**src/rtl/debounce_pkg.sv**
```systemverilog
// Shared constants and state encoding for the button debounce front end.
package debounce_pkg;

    // Default build-time parameters.
    localparam int DEF_DEBOUNCE_CYCLES = 4;
    localparam int DEF_CNT_W           = 16;
    localparam int DEF_PCNT_W          = 8;

    // Debounce FSM state encoding.
    typedef logic [1:0] state_t;
    localparam state_t IDLE         = 2'd0;
    localparam state_t CONFIRM_HIGH = 2'd1;
    localparam state_t HIGH         = 2'd2;
    localparam state_t CONFIRM_LOW  = 2'd3;

    // The debounced level is high once a press is committed, until release is committed.
    function automatic logic state_is_high(input state_t s);
        return (s == HIGH) || (s == CONFIRM_LOW);
    endfunction

endpackage

```
**src/rtl/bit_synchronizer.sv**
```systemverilog
// Multi-flop synchronizer for a single asynchronous bit; clears to 0 on reset.
module bit_synchronizer #(
    parameter int STAGES = 2
) (
    input  logic clk,
    input  logic reset,
    input  logic d,
    output logic q
);

    logic [STAGES-1:0] sync_reg;

    genvar gi;
    generate
        for (gi = 0; gi < STAGES; gi++) begin : g_stage
            if (gi == 0) begin : g_first
                // First stage captures the raw asynchronous input.
                always_ff @(posedge clk or posedge reset) begin
                    if (reset) sync_reg[gi] <= 1'b0;
                    else       sync_reg[gi] <= d;
                end
            end else begin : g_next
                // Later stages give metastability time to resolve.
                always_ff @(posedge clk or posedge reset) begin
                    if (reset) sync_reg[gi] <= 1'b0;
                    else       sync_reg[gi] <= sync_reg[gi-1];
                end
            end
        end
    endgenerate

    assign q = sync_reg[STAGES-1];

endmodule

```
**src/rtl/debounce_toggle_gen.sv**
```systemverilog
// Turns a bouncy button into a single-cycle toggle request per debounced press.
module debounce_toggle_gen
    import debounce_pkg::*;
#(
    parameter int DEBOUNCE_CYCLES = DEF_DEBOUNCE_CYCLES,
    parameter int CNT_W           = DEF_CNT_W,
    parameter int PCNT_W          = DEF_PCNT_W
) (
    input  logic              clk,
    input  logic              reset,
    input  logic              btn_in,
    input  logic              enable,
    output logic              t_pulse,
    output logic              btn_stable,
    output logic [PCNT_W-1:0] press_count
);

    localparam logic [CNT_W-1:0] CNT_MAX = CNT_W'(DEBOUNCE_CYCLES - 1);
    localparam logic [CNT_W-1:0] CNT_ONE = CNT_W'(1);

    logic              btn_sync;
    state_t            state_reg, state_next;
    logic [CNT_W-1:0]  cnt_reg, cnt_next;
    logic              commit;
    logic              t_pulse_reg;
    logic              btn_stable_reg;
    logic [PCNT_W-1:0] press_count_reg;

    bit_synchronizer #(.STAGES(2)) u_sync (
        .clk   (clk),
        .reset (reset),
        .d     (btn_in),
        .q     (btn_sync)
    );

    // Next-state logic: a glitch in a confirm state always beats counter progress.
    always_comb begin
        state_next = state_reg;
        cnt_next   = cnt_reg;
        commit     = 1'b0;
        case (state_reg)
            IDLE: begin
                if (btn_sync) begin
                    state_next = CONFIRM_HIGH;
                    cnt_next   = CNT_ONE;
                end
            end
            CONFIRM_HIGH: begin
                if (!btn_sync) begin
                    state_next = IDLE;
                    cnt_next   = '0;
                end else if (cnt_reg == CNT_MAX) begin
                    state_next = HIGH;
                    cnt_next   = '0;
                    commit     = 1'b1;
                end else begin
                    cnt_next   = cnt_reg + CNT_ONE;
                end
            end
            HIGH: begin
                if (!btn_sync) begin
                    state_next = CONFIRM_LOW;
                    cnt_next   = CNT_ONE;
                end
            end
            default: begin
                if (btn_sync) begin
                    state_next = HIGH;
                    cnt_next   = '0;
                end else if (cnt_reg == CNT_MAX) begin
                    state_next = IDLE;
                    cnt_next   = '0;
                end else begin
                    cnt_next   = cnt_reg + CNT_ONE;
                end
            end
        endcase
    end

    // State, counter and output registers; outputs follow the next state so they move with it.
    always_ff @(posedge clk or posedge reset) begin
        if (reset) begin
            state_reg       <= IDLE;
            cnt_reg         <= '0;
            t_pulse_reg     <= 1'b0;
            btn_stable_reg  <= 1'b0;
            press_count_reg <= '0;
        end else begin
            state_reg      <= state_next;
            cnt_reg        <= cnt_next;
            t_pulse_reg    <= commit & enable;
            btn_stable_reg <= state_is_high(state_next);
            if (commit && enable)
                press_count_reg <= press_count_reg + PCNT_W'(1);
        end
    end

    assign t_pulse     = t_pulse_reg;
    assign btn_stable  = btn_stable_reg;
    assign press_count = press_count_reg;

endmodule

```
**config.mk**
```make
export PLATFORM = sky130hd
export DESIGN_NAME = debounce_toggle_gen
export DESIGN_NICKNAME = d
export VERILOG_FILES = /design/src/rtl/debounce_pkg.sv /design/src/rtl/bit_synchronizer.sv /design/src/rtl/debounce_toggle_gen.sv
export SDC_FILE = /design/constraint.sdc
export NUM_CORES = 1
export LEC_CHECK = 0
export BUFFER_PORTS_ARGS = -buffer_cell sky130_fd_sc_hd__buf_4
export CAP_MARGIN = 0
export CELL_PAD_IN_SITES_DETAIL_PLACEMENT = 0
export CELL_PAD_IN_SITES_GLOBAL_PLACEMENT = 1
export CORE_ASPECT_RATIO = 0.9
export CORE_UTILIZATION = 39
export DETAILED_ROUTE_END_ITERATION = 10
export GPL_TIMING_DRIVEN = 1
export PLACE_DENSITY_LB_ADDON = 0.1
export RECOVER_POWER = 100
export SYNTH_ARGS = -nofsm -noshare
export SYNTH_HDL_FRONTEND = slang
export SYNTH_SLANG_ARGS = --single-unit
export TNS_END_PERCENT = 20
```
**constraint.sdc**
```tcl
create_clock -name clk -period 2.3 [get_ports clk]
set_input_delay 0 -clock clk [delete_from_list [all_inputs] [get_ports clk]]
set_output_delay 0 -clock clk [all_outputs]
set_load 0.05 [all_outputs]
```
==> results of run 1 <==
[path summary, 6_finish.rpt]
kind / startpoint / endpoint / slack, ns / depth (start not counted)
setup / recovery: cnt_reg[0]$_DFFE_PP0P_ / press_count[1]$_DFFE_PP0P_ / 0.31 / 5
hold / removal: enable / t_pulse$_DFF_PP0_ / 0.03 / 3
setup reg to reg: cnt_reg[0]$_DFFE_PP0P_ / press_count[1]$_DFFE_PP0P_ / 0.31 / 5
hold reg to reg: u_sync.sync_reg[0]$_DFF_PP0_ / u_sync.q$_DFF_PP0_ / 0.36 / 0
max in group asynchronous: reset / state_reg[0]$_DFF_PP0_ / 0.59 / 4
min in group asynchronous: reset / cnt_reg[3]$_DFFE_PP0P_ / 0.81 / 4
[layer usage]
layer | vias up | track usage | share of wire
li1 | 651 | - | -
met1 | 660 | 0.2395 | 0.52
met2 | 23 | 0.2584 | 0.44
met3 | 4 | 0.04355 | 0.035
met4 | 0 | 0.04750 | 0.0092
met5 | - | 0 | 0
[tightest hold or removal path, stage by stage]
cell and delay, ns:
buf_4 0.11, nand3b_1 0.09, nor3_1 0.06
[power by group]
group	internal, W	switching [W]
Sequential	0.000571	0.0000805
Clock	0.000353	0.000192
Combinational	0.000169	0.000346
Total	0.00109	0.000618
[Yosys cell counts, drive strengths merged (3+ instances only)]
cell and number:
nand2 10, nor3 7, nand3b 4, clkbuf 3, nand3 15, a41oi 4, dfrtp 29, and2 4
inv 3, nand4 11, xor2 7, mux2 3, nor4b 3, nor4 6, nor2 8, a31oi 18
buf 10
[through the flow]
stage	utilization	std cells	hold WS [ns]	total power, W	instance area, um2
after floorplan	-	163	0.03143	0.001083	1612
after global placement	0.4508	213	0.09985	0.001195	1729
after detailed placement	0.4508	213	0.1071	0.001199	1729
after CTS	0.4863	223	0.02471	0.001751	1866
after global routing	0.4706	223	0.04104	0.001813	1805
final	0.4706	223	0.02597	0.001711	1805
[final cells by class]
| type | count | area, um2 |
|---|---|---|
| Sequential cell | 29 | 725.7 |
| Timing Repair Buffer | 19 | 100.1 |
| Inverter | 3 | 11.26 |
| Multi-Input combinational cell | 118 | 794.5 |
| Clock inverter | 1 | 30.03 |
| Clock buffer | 7 | 86.33 |
| Tap cell | 46 | 57.56 |
| Fill cell | 372 | 2031 |
[cells by family (layout without fill, tap and decap cells)]
group	Yosys count	count (layout)	synth area share
compound gates	28	28	0.1196
xor+xnor	8	8	0.04348
flops	29	29	0.4503
buf+inv	16	30	0.04890
mux	4	4	0.02717
fa+ha+maj	2	2	0.01553
simple gates	76	76	0.2950
[timing repair]
| item | 4_1_cts | 5_1_grt |
|---|---|---|
| hold buffers | 2 | 0 |
| endpoints found under the setup margin | 0 | 0 |
| endpoints found under the hold margin | 30 | 0 |
==> run metrics, run 1 <==
Initial Util=0.4201; CTS max path bufs=2; final worst path period need=1.987 ns; Ant. Diodes=0; WP data arrival=2.15 ns; mapped cell area=1612 um2; die height=62.99 um; gp weighted congestion=0.8144; status=finished with violations; via/cell ratio=6.000; synth unique cells=39; Post-Place Worst Slack=0.3923 ns; Detailed Place HPWL=2393 um; IO Port Bufs=13; crit-path max cell delay=0.41 ns; die area=4394 um2; number of flops mapped to enable cells by yosys=0; skew final=0.004080 ns; largest net degree at the start of global routing=30; #FFs+latches synth=29; f_max=503.2 MHz; final worst slack=0.3127 ns; commonest non-fill, non-tap cells in the layout=29 x dfrtp_1, 18 x a31oi_1, 15 x nand3_1, 13 x clkbuf_1; CTS tree=built; register area share after synthesis=0.4503; drt first pass iters=5; Top Ports=14; clk_lat worst skew=0.27 ns; CTS Buf Count=5; cell family contributing the most delay on the critical path=simple AND/OR/NAND/NOR gates; post-CTS sizing=0; slew at the pin closest to its max-slew limit=1.544 ns; Crit Path Class=register to register; Synth Flop Type=dfrtp_1; setup TNS=0 ns; first-pass GRT wire length=5913 um; htree depth=2; worst path bufs/invs=0; Final period util=0.8641; post-route ant nets=0; DR DRC count=0; Core Footprint=3836 um2; Die X=69.76 um; clk sinks=29; Crit Path Max Fanout=9; Cell Rows=21; vias in the first global route=1,268; Slew HR=-0.02926; overall global routing resource usage=0.1701; Crit path required time=2.46 ns; initial drt markers=104; nets=182; drt wl/cell=15.18 um; initial antenna violation count=0; worst min-delay path category=input pin to register; Pins Over Slew Limit=30; Gate Count Post-Synth=163; Net Count, Synth=169; Clk pin slew, worst setup/hold paths=0.06 ns; post-CTS setup buffers=0; post-synth top area share=0.4503; crit-path cells=ha_1, nor4b_1, nand4_2, nor2_1, mux2_2; share of cells above drive strength 1=0.1243; post-synthesis async set-or-reset flop share=1.000; Crit. End Element=register; failing checks=max-capacitance violations, max-slew violations; VDD IR max=0.0005274 V; Final Hold Vio Count=0; most common cell after layout, fill and taps aside=dfrtp_1; synth top area cells=dfrtp_1 45%, a31oi_1 7.0%, nand3_1 4.7%; setup violators final=0; grt ovf=0; Syn-to-layout area delta=12.03%; Power Dens Cells=947.8 nW/um2; CP startpoint kind=register; clk root buf=clkbuf_8; Leak=0.7692 nW; Max Cap Viol=1; synthesized area per cell=9.887 um2; Synth area leader=dfrtp_1; DRT Wirelength=3385 um; RSZ-0062 raised after global routing=false; Largest register FFs=16; Crit-path slowest cell=dfrtp_1; via count=1,338; Synth warnings=0
Note: power is estimated with default switching activity, not from simulation.
==> inputs of run 2 (changes only) <==
- ABC_AREA: unset -> 1
==> run 2 against run 1 <==
  * The flow now finishes without violations
  * Largest cell class unchanged
  * Maximum frequency up 21%
  * Critical path type unchanged
  * Largest power group unchanged
  * Clock power decreased by 15%
  * Area after synthesis is 19% higher
  * Sequential power decreased by 2%
  * Synthesized cell count increased by 64%
  * Utilization is 0.69 points lower
==> run metrics, run 2 <==
Crit Path Max Fanout=8; RSZ-0062 raised after global routing=false; Clk pin slew, worst setup/hold paths=0.06 ns; gp weighted congestion=0.8016; Switching Power=0.0006184 W; Gate Count Post-Synth=268; Hold Crit Depth=3; status=finished, final reports clean; Power Dens Cells=743.3 nW/um2; worst min-delay path category=input pin to register; VDD IR max=0.0005729 V; Max Cap Viol=0; R2R cell count=8; worst path bufs/invs=0; setup slack, reg-to-reg=0.66 ns; #FFs+latches synth=29; Slew HR=0.6016; Worst Hold Path EP=press_count[2]$_DFFE_PP0P_; post-synth top area share=0.3779; via/cell ratio=4.740; Cell Rows=23; Crit path required time=2.46 ns; post-synthesis async set-or-reset flop share=1.000; most common cell after layout, fill and taps aside=nand2_1; via count=1,659; grt ovf=0; mapped cell area=1921 um2; drt first pass iters=4; Core Footprint=4576 um2; f_max=610.8 MHz; Synth area leader=dfrtp_1; Ant. Diodes=0; most frequent CP cell=nand2_1; Net Count, Synth=274; worst r2r src=cnt_reg[0]$_DFFE_PP0P_; Synth warnings=0; Final period util=0.7118; number of flops mapped to enable cells by yosys=0; post-route ant nets=0; initial drt markers=94; DRT Wirelength=4446 um; clock share of power=0.293; Synth top cells by count=88 x nand2_1, 29 x dfrtp_1, 29 x nand3_1, 27 x inv_1, 27 x nor2_1; nets=293; WP data arrival=1.80 ns; die area=5210 um2; critical path depth=8; crit-path max cell delay=0.41 ns; placed cell area=2066 um2; Crit Path Class=register to register; fillers=505; hold_ws=0.03721 ns; die height=68.58 um; Pwr Total=0.001577 W; combinational share of power=0.300; final worst path period need=1.637 ns; Flop pwr share=0.407; Die X=75.97 um; CTS Buf Count=5; Initial Util=0.4197; Crit-path slowest cell=dfrtp_1; Crit. End Element=register; Synth Flop Type=dfrtp_1; placed cells=340; Top Ports=14; DR DRC count=0; Final Hold Vio Count=0; synthesized area per cell=7.166 um2; commonest non-fill, non-tap cells in the layout=90 x nand2_1, 31 x nand3_1, 29 x dfrtp_1, 27 x nor2_1, 27 x inv_1; most common cell in the netlist=nand2_1; clk sinks=29; synth unique cells=29; CTS max path bufs=2; setup TNS=0 ns; Non-Filler Instances=350; vias in the first global route=1,486; Leak=1.117 nW; crit-path cells=ha_1, nand2_1, nor2_1, nand2_1, nor2_8, nand3_1, nand2_1, nand2_1; Internal=0.0009590 W; Net Sw Frac=0.3920; clk root buf=clkbuf_8; setup violators final=0; Largest register FFs=16; hold path start=enable; CTS tree=built; synth top area cells=dfrtp_1 38%, nand2_1 17%, nand3_1 7.6%; htree depth=2; overall global routing resource usage=0.1884; Pins Over Slew Limit=0; share of cells above drive strength 1=0.1319; drt wl/cell=12.70 um; initial antenna violation count=0; final instance area=2122 um2; largest net degree at the start of global routing=30; Syn-to-layout area delta=10.49%; CP startpoint kind=register; post-CTS setup buffers=0; IO Port Bufs=13; clk_lat worst skew=0.28 ns; Detailed Place HPWL=3234 um; cell family contributing the most delay on the critical path=simple AND/OR/NAND/NOR gates; skew final=0.003892 ns; register area share after synthesis=0.3779; first-pass GRT wire length=7417 um; slew at the pin closest to its max-slew limit=0.6001 ns; reg2reg end=press_count[7]$_DFFE_PP0P_
-- run 2: cell count changes after synthesis, moves of 6 or more --
cell     before  now
buf_2         7    0
nand2_1      10   88
a31oi_1      18    0
inv_1         3   27
nor2_1        8   27
nand2_2       0    6
inv_2         0    7
nor3_1        7    1
nand3_1      15   29
-- run 2: final cells by class --
cell class	count	area (um2)	area share
multi-input combinational	199	991.0	0.4670
sequential	29	725.7	0.3420
inverter	36	138.9	0.06545
clock buffer	7	96.34	0.04540
timing repair buffer	16	87.58	0.04127
tap	62	77.57	0.03656
clock inverter	1	5.005	0.002358
-- run 2: worst min-delay path, delay by kind of cell --
family / cells / cell delay (ns)
AND/OR/NAND/NOR: 2 / 0.13
buffers and inverters: 1 / 0.15
-- run 2: what timing repair did --
action                                 4_1_cts  5_1_grt
hold buffers                                 2        0
gates resized for setup                      0        0
endpoints found under the hold margin       30        0
-- run 2: through the flow --
stage	worst slack [ns]	util
3_3_place_gp	0.8248	0.4515
5_1_grt	0.4655	0.4638
4_1_cts	0.7590	0.4780
2_1_floorplan	0.7936	-
6_report	0.6629	0.4638
3_5_place_dp	0.8110	0.4515
-- run 2: power groups by stage --
| stage | combinational [W] | clock [W] | sequential, W |
|---|---|---|---|
| final | 0.000474 | 0.000461 | 0.000642 |
| after global placement | 0.000522 | 0 | 0.000650 |
| after CTS | 0.000527 | 0.000478 | 0.000643 |
| after detailed placement | 0.000512 | 0 | 0.000649 |
| after floorplan | 0.000329 | 0 | 0.000712 |
| after global routing | 0.000526 | 0.000503 | 0.000654 |
-- run 2: kinds of logic after synthesis --
group,count (synthesis),synth area share
AND/OR/NAND/NOR,181,0.4586
adder cells (fa/ha/maj),2,0.01303
AO/OA/AOI/OAI,10,0.03127
XOR/XNOR,6,0.02736
flip-flops,29,0.3779
buffers and inverters,40,0.09186
-- run 2: how the worst max path moves through the flow --
stage / start / endpoint / slack [ns]
floorplan: press_count[0]$_DFFE_PP0P_ / press_count[4]$_DFFE_PP0P_ / 0.79
global placement: btn_stable$_DFF_PP0_ / cnt_reg[2]$_DFFE_PP0P_ / 0.82
detailed placement: cnt_reg[0]$_DFFE_PP0P_ / press_count[7]$_DFFE_PP0P_ / 0.81
CTS: cnt_reg[0]$_DFFE_PP0P_ / press_count[7]$_DFFE_PP0P_ / 0.76
global route: cnt_reg[0]$_DFFE_PP0P_ / press_count[2]$_DFFE_PP0P_ / 0.47
finish: cnt_reg[0]$_DFFE_PP0P_ / press_count[7]$_DFFE_PP0P_ / 0.66
-- run 2: per-layer routing --
layer	wire length, um	global-route usage	share of wire	vias up
met5	0	0	0	-
met4	46	0.06490	0.010	0
met3	125	0.04079	0.028	4
met2	1731	0.2739	0.39	16
met1	2541	0.2756	0.57	745
li1	-	-	-	894
==> inputs of run 3 (changes only) <==
- clock period: 2.3 -> 1.5 ns (I/O delays scaled with it)
==> run 3 against run 2 <==
  * Combinational power up 85%
  * Via count up 4.5%
  * Sequential share of layout area down 2.2 points
  * Worst setup slack worse by 0.55 ns
  * Critical endpoint is now press_count[6]$_DFFE_PP0P_
  * Global-route usage up 0.68 points
  * Register-to-register slack worse by 0.55 ns
  * Count of clock-buffer cells in the layout unchanged
  * Utilization up 3.7 points
==> run metrics, run 3 (synthesized netlist as in run 2, its figures left out) <==
status=finished, final reports clean; Crit-path slowest cell=dfrtp_1; IO Port Bufs=13; CTS tree=built; VDD IR max=0.001141 V; post-route ant nets=0; vias in the first global route=1,573; initial antenna violation count=0; initial drt markers=66; f_max=721.1 MHz; largest net degree at the start of global routing=21; die height=68.58 um; setup violators final=0; gr busiest metal=met2; most common cell after layout, fill and taps aside=nand2_1; Flop pwr share=0.384; gp weighted congestion=0.7953; Initial Util=0.4197; most frequent CP cell=nand2_1; Power Dens Cells=1123 nW/um2; Net Sw Frac=0.3883; htree depth=2; Crit path required time=1.66 ns; Crit. End Element=register; commonest non-fill, non-tap cells in the layout=88 x nand2_1, 29 x nand3_1, 27 x inv_1, 23 x nor2_1, 23 x dfrtp_1; clk sinks=29; met2 Track Usage GR=0.2898; met1 Use GR=0.2896; CTS max path bufs=2; Switching Power=0.0009981 W; Cell Rows=23; via count=1,733; WP data arrival=1.55 ns; grt ovf=0; Largest register FFs=16; Final Hold Vio Count=0; slew at the pin closest to its max-slew limit=0.5967 ns; overall global routing resource usage=0.1953; Clk pin slew, worst setup/hold paths=0.06 ns; worst min-delay path category=input pin to register; die area=5210 um2; Slew HR=0.6039; Core Footprint=4576 um2; DRT Wirelength=4672 um; Top Ports=14; drt wl/cell=12.84 um; DR DRC count=0; first-pass GRT wire length=7707 um; crit-path max cell delay=0.44 ns; clock share of power=0.275; Detailed Place HPWL=3502 um; clk root buf=clkbuf_8; clk_lat worst skew=0.27 ns; Pins Over Slew Limit=0; drt first pass iters=4; CP startpoint kind=register; fin util=0.5004; Final period util=0.9245; met3 Track Usage GR=0.03947; Leak=1.191 nW; nets=307; Post-Place Worst Slack=0.02064 ns; CTS Buf Count=5; skew final=0.002035 ns; final worst path period need=1.387 ns; final worst slack=0.1132 ns; share of cells above drive strength 1=0.2219; hold_ws=0.04922 ns; crit-path cells=nor2_2, nand2_1, nor2_2, nand2_2, nor2_8, nand3_4, nand2_1, nand2_1; Max Cap Viol=0; via/cell ratio=4.761; Ant. Diodes=0; Die X=75.97 um; placed cells=347; Non-Filler Instances=364; Crit Path Class=register to register; setup TNS=0 ns; Crit Path Max Fanout=6; combinational share of power=0.341; Internal=0.001573 W; Syn-to-layout area delta=19.22%
## run 3: what timing repair did
item                                    CTS  global route
endpoints found under the hold margin    10             0
endpoints found under the setup margin    0            18
hold buffers                              2             0
gates resized for setup                   0            13
setup buffers                             0             7
## run 3: final cells by class
type / instances / area, um2
inverter: 36 / 138.9
tap: 62 / 77.57
timing repair buffer: 30 / 202.7
multi-input combinational: 199 / 1036
sequential: 29 / 733.2
fill: 465 / 2286
clock buffer: 7 / 96.34
clock inverter: 1 / 5.005
## run 3: worst paths after layout
| check | startpoint | end | slack [ns] | depth (start not counted) |
|---|---|---|---|---|
| setup reg to reg | cnt_reg[13]$_DFFE_PP0P_ | press_count[6]$_DFFE_PP0P_ | 0.11 | 8 |
| hold reg to reg | u_sync.sync_reg[0]$_DFF_PP0_ | u_sync.q$_DFF_PP0_ | 0.35 | 0 |
| hold / removal | enable | press_count[7]$_DFFE_PP0P_ | 0.05 | 3 |
| setup / recovery | cnt_reg[13]$_DFFE_PP0P_ | press_count[6]$_DFFE_PP0P_ | 0.11 | 8 |
| min in group asynchronous | reset | cnt_reg[12]$_DFFE_PP0P_ | 0.27 | 3 |
| max in group asynchronous | reset | cnt_reg[4]$_DFFE_PP0P_ | 0.37 | 4 |
## run 3: worst max-delay path: cells and delay by family (launching register included)
family	cells	cell delay [ns]
flip-flops	1	0.44
AND/OR/NAND/NOR	8	0.83
## run 3: power groups by stage
stage / clock network (W) / logic, W / registers, W
finish: 0.000708 / 0.000876 / 0.000987
global route: 0.000769 / 0.000961 / 0.000998
CTS: 0.000727 / 0.000884 / 0.000981
detailed placement: 0 / 0.000877 / 0.000995
global placement: 0 / 0.000877 / 0.000995
floorplan: 0 / 0.000505 / 0.00109
## run 3: metal layers
metal | part of all wire | vias up
li1 | - | 920
met1 | 0.55 | 789
met2 | 0.42 | 19
met3 | 0.024 | 5
met4 | 0.0081 | 0
met5 | 0 | -
## run 3: metrics by stage
| stage | cell area [um2] | total power (W) |
|---|---|---|
| 5_1_grt | 2290 | 0.002728 |
| 3_5_place_dp | 2145 | 0.001872 |
| 4_1_cts | 2266 | 0.002593 |
| 3_3_place_gp | 2145 | 0.001872 |
| 6_report | 2290 | 0.002571 |
| 2_1_floorplan | 1922 | 0.001599 |
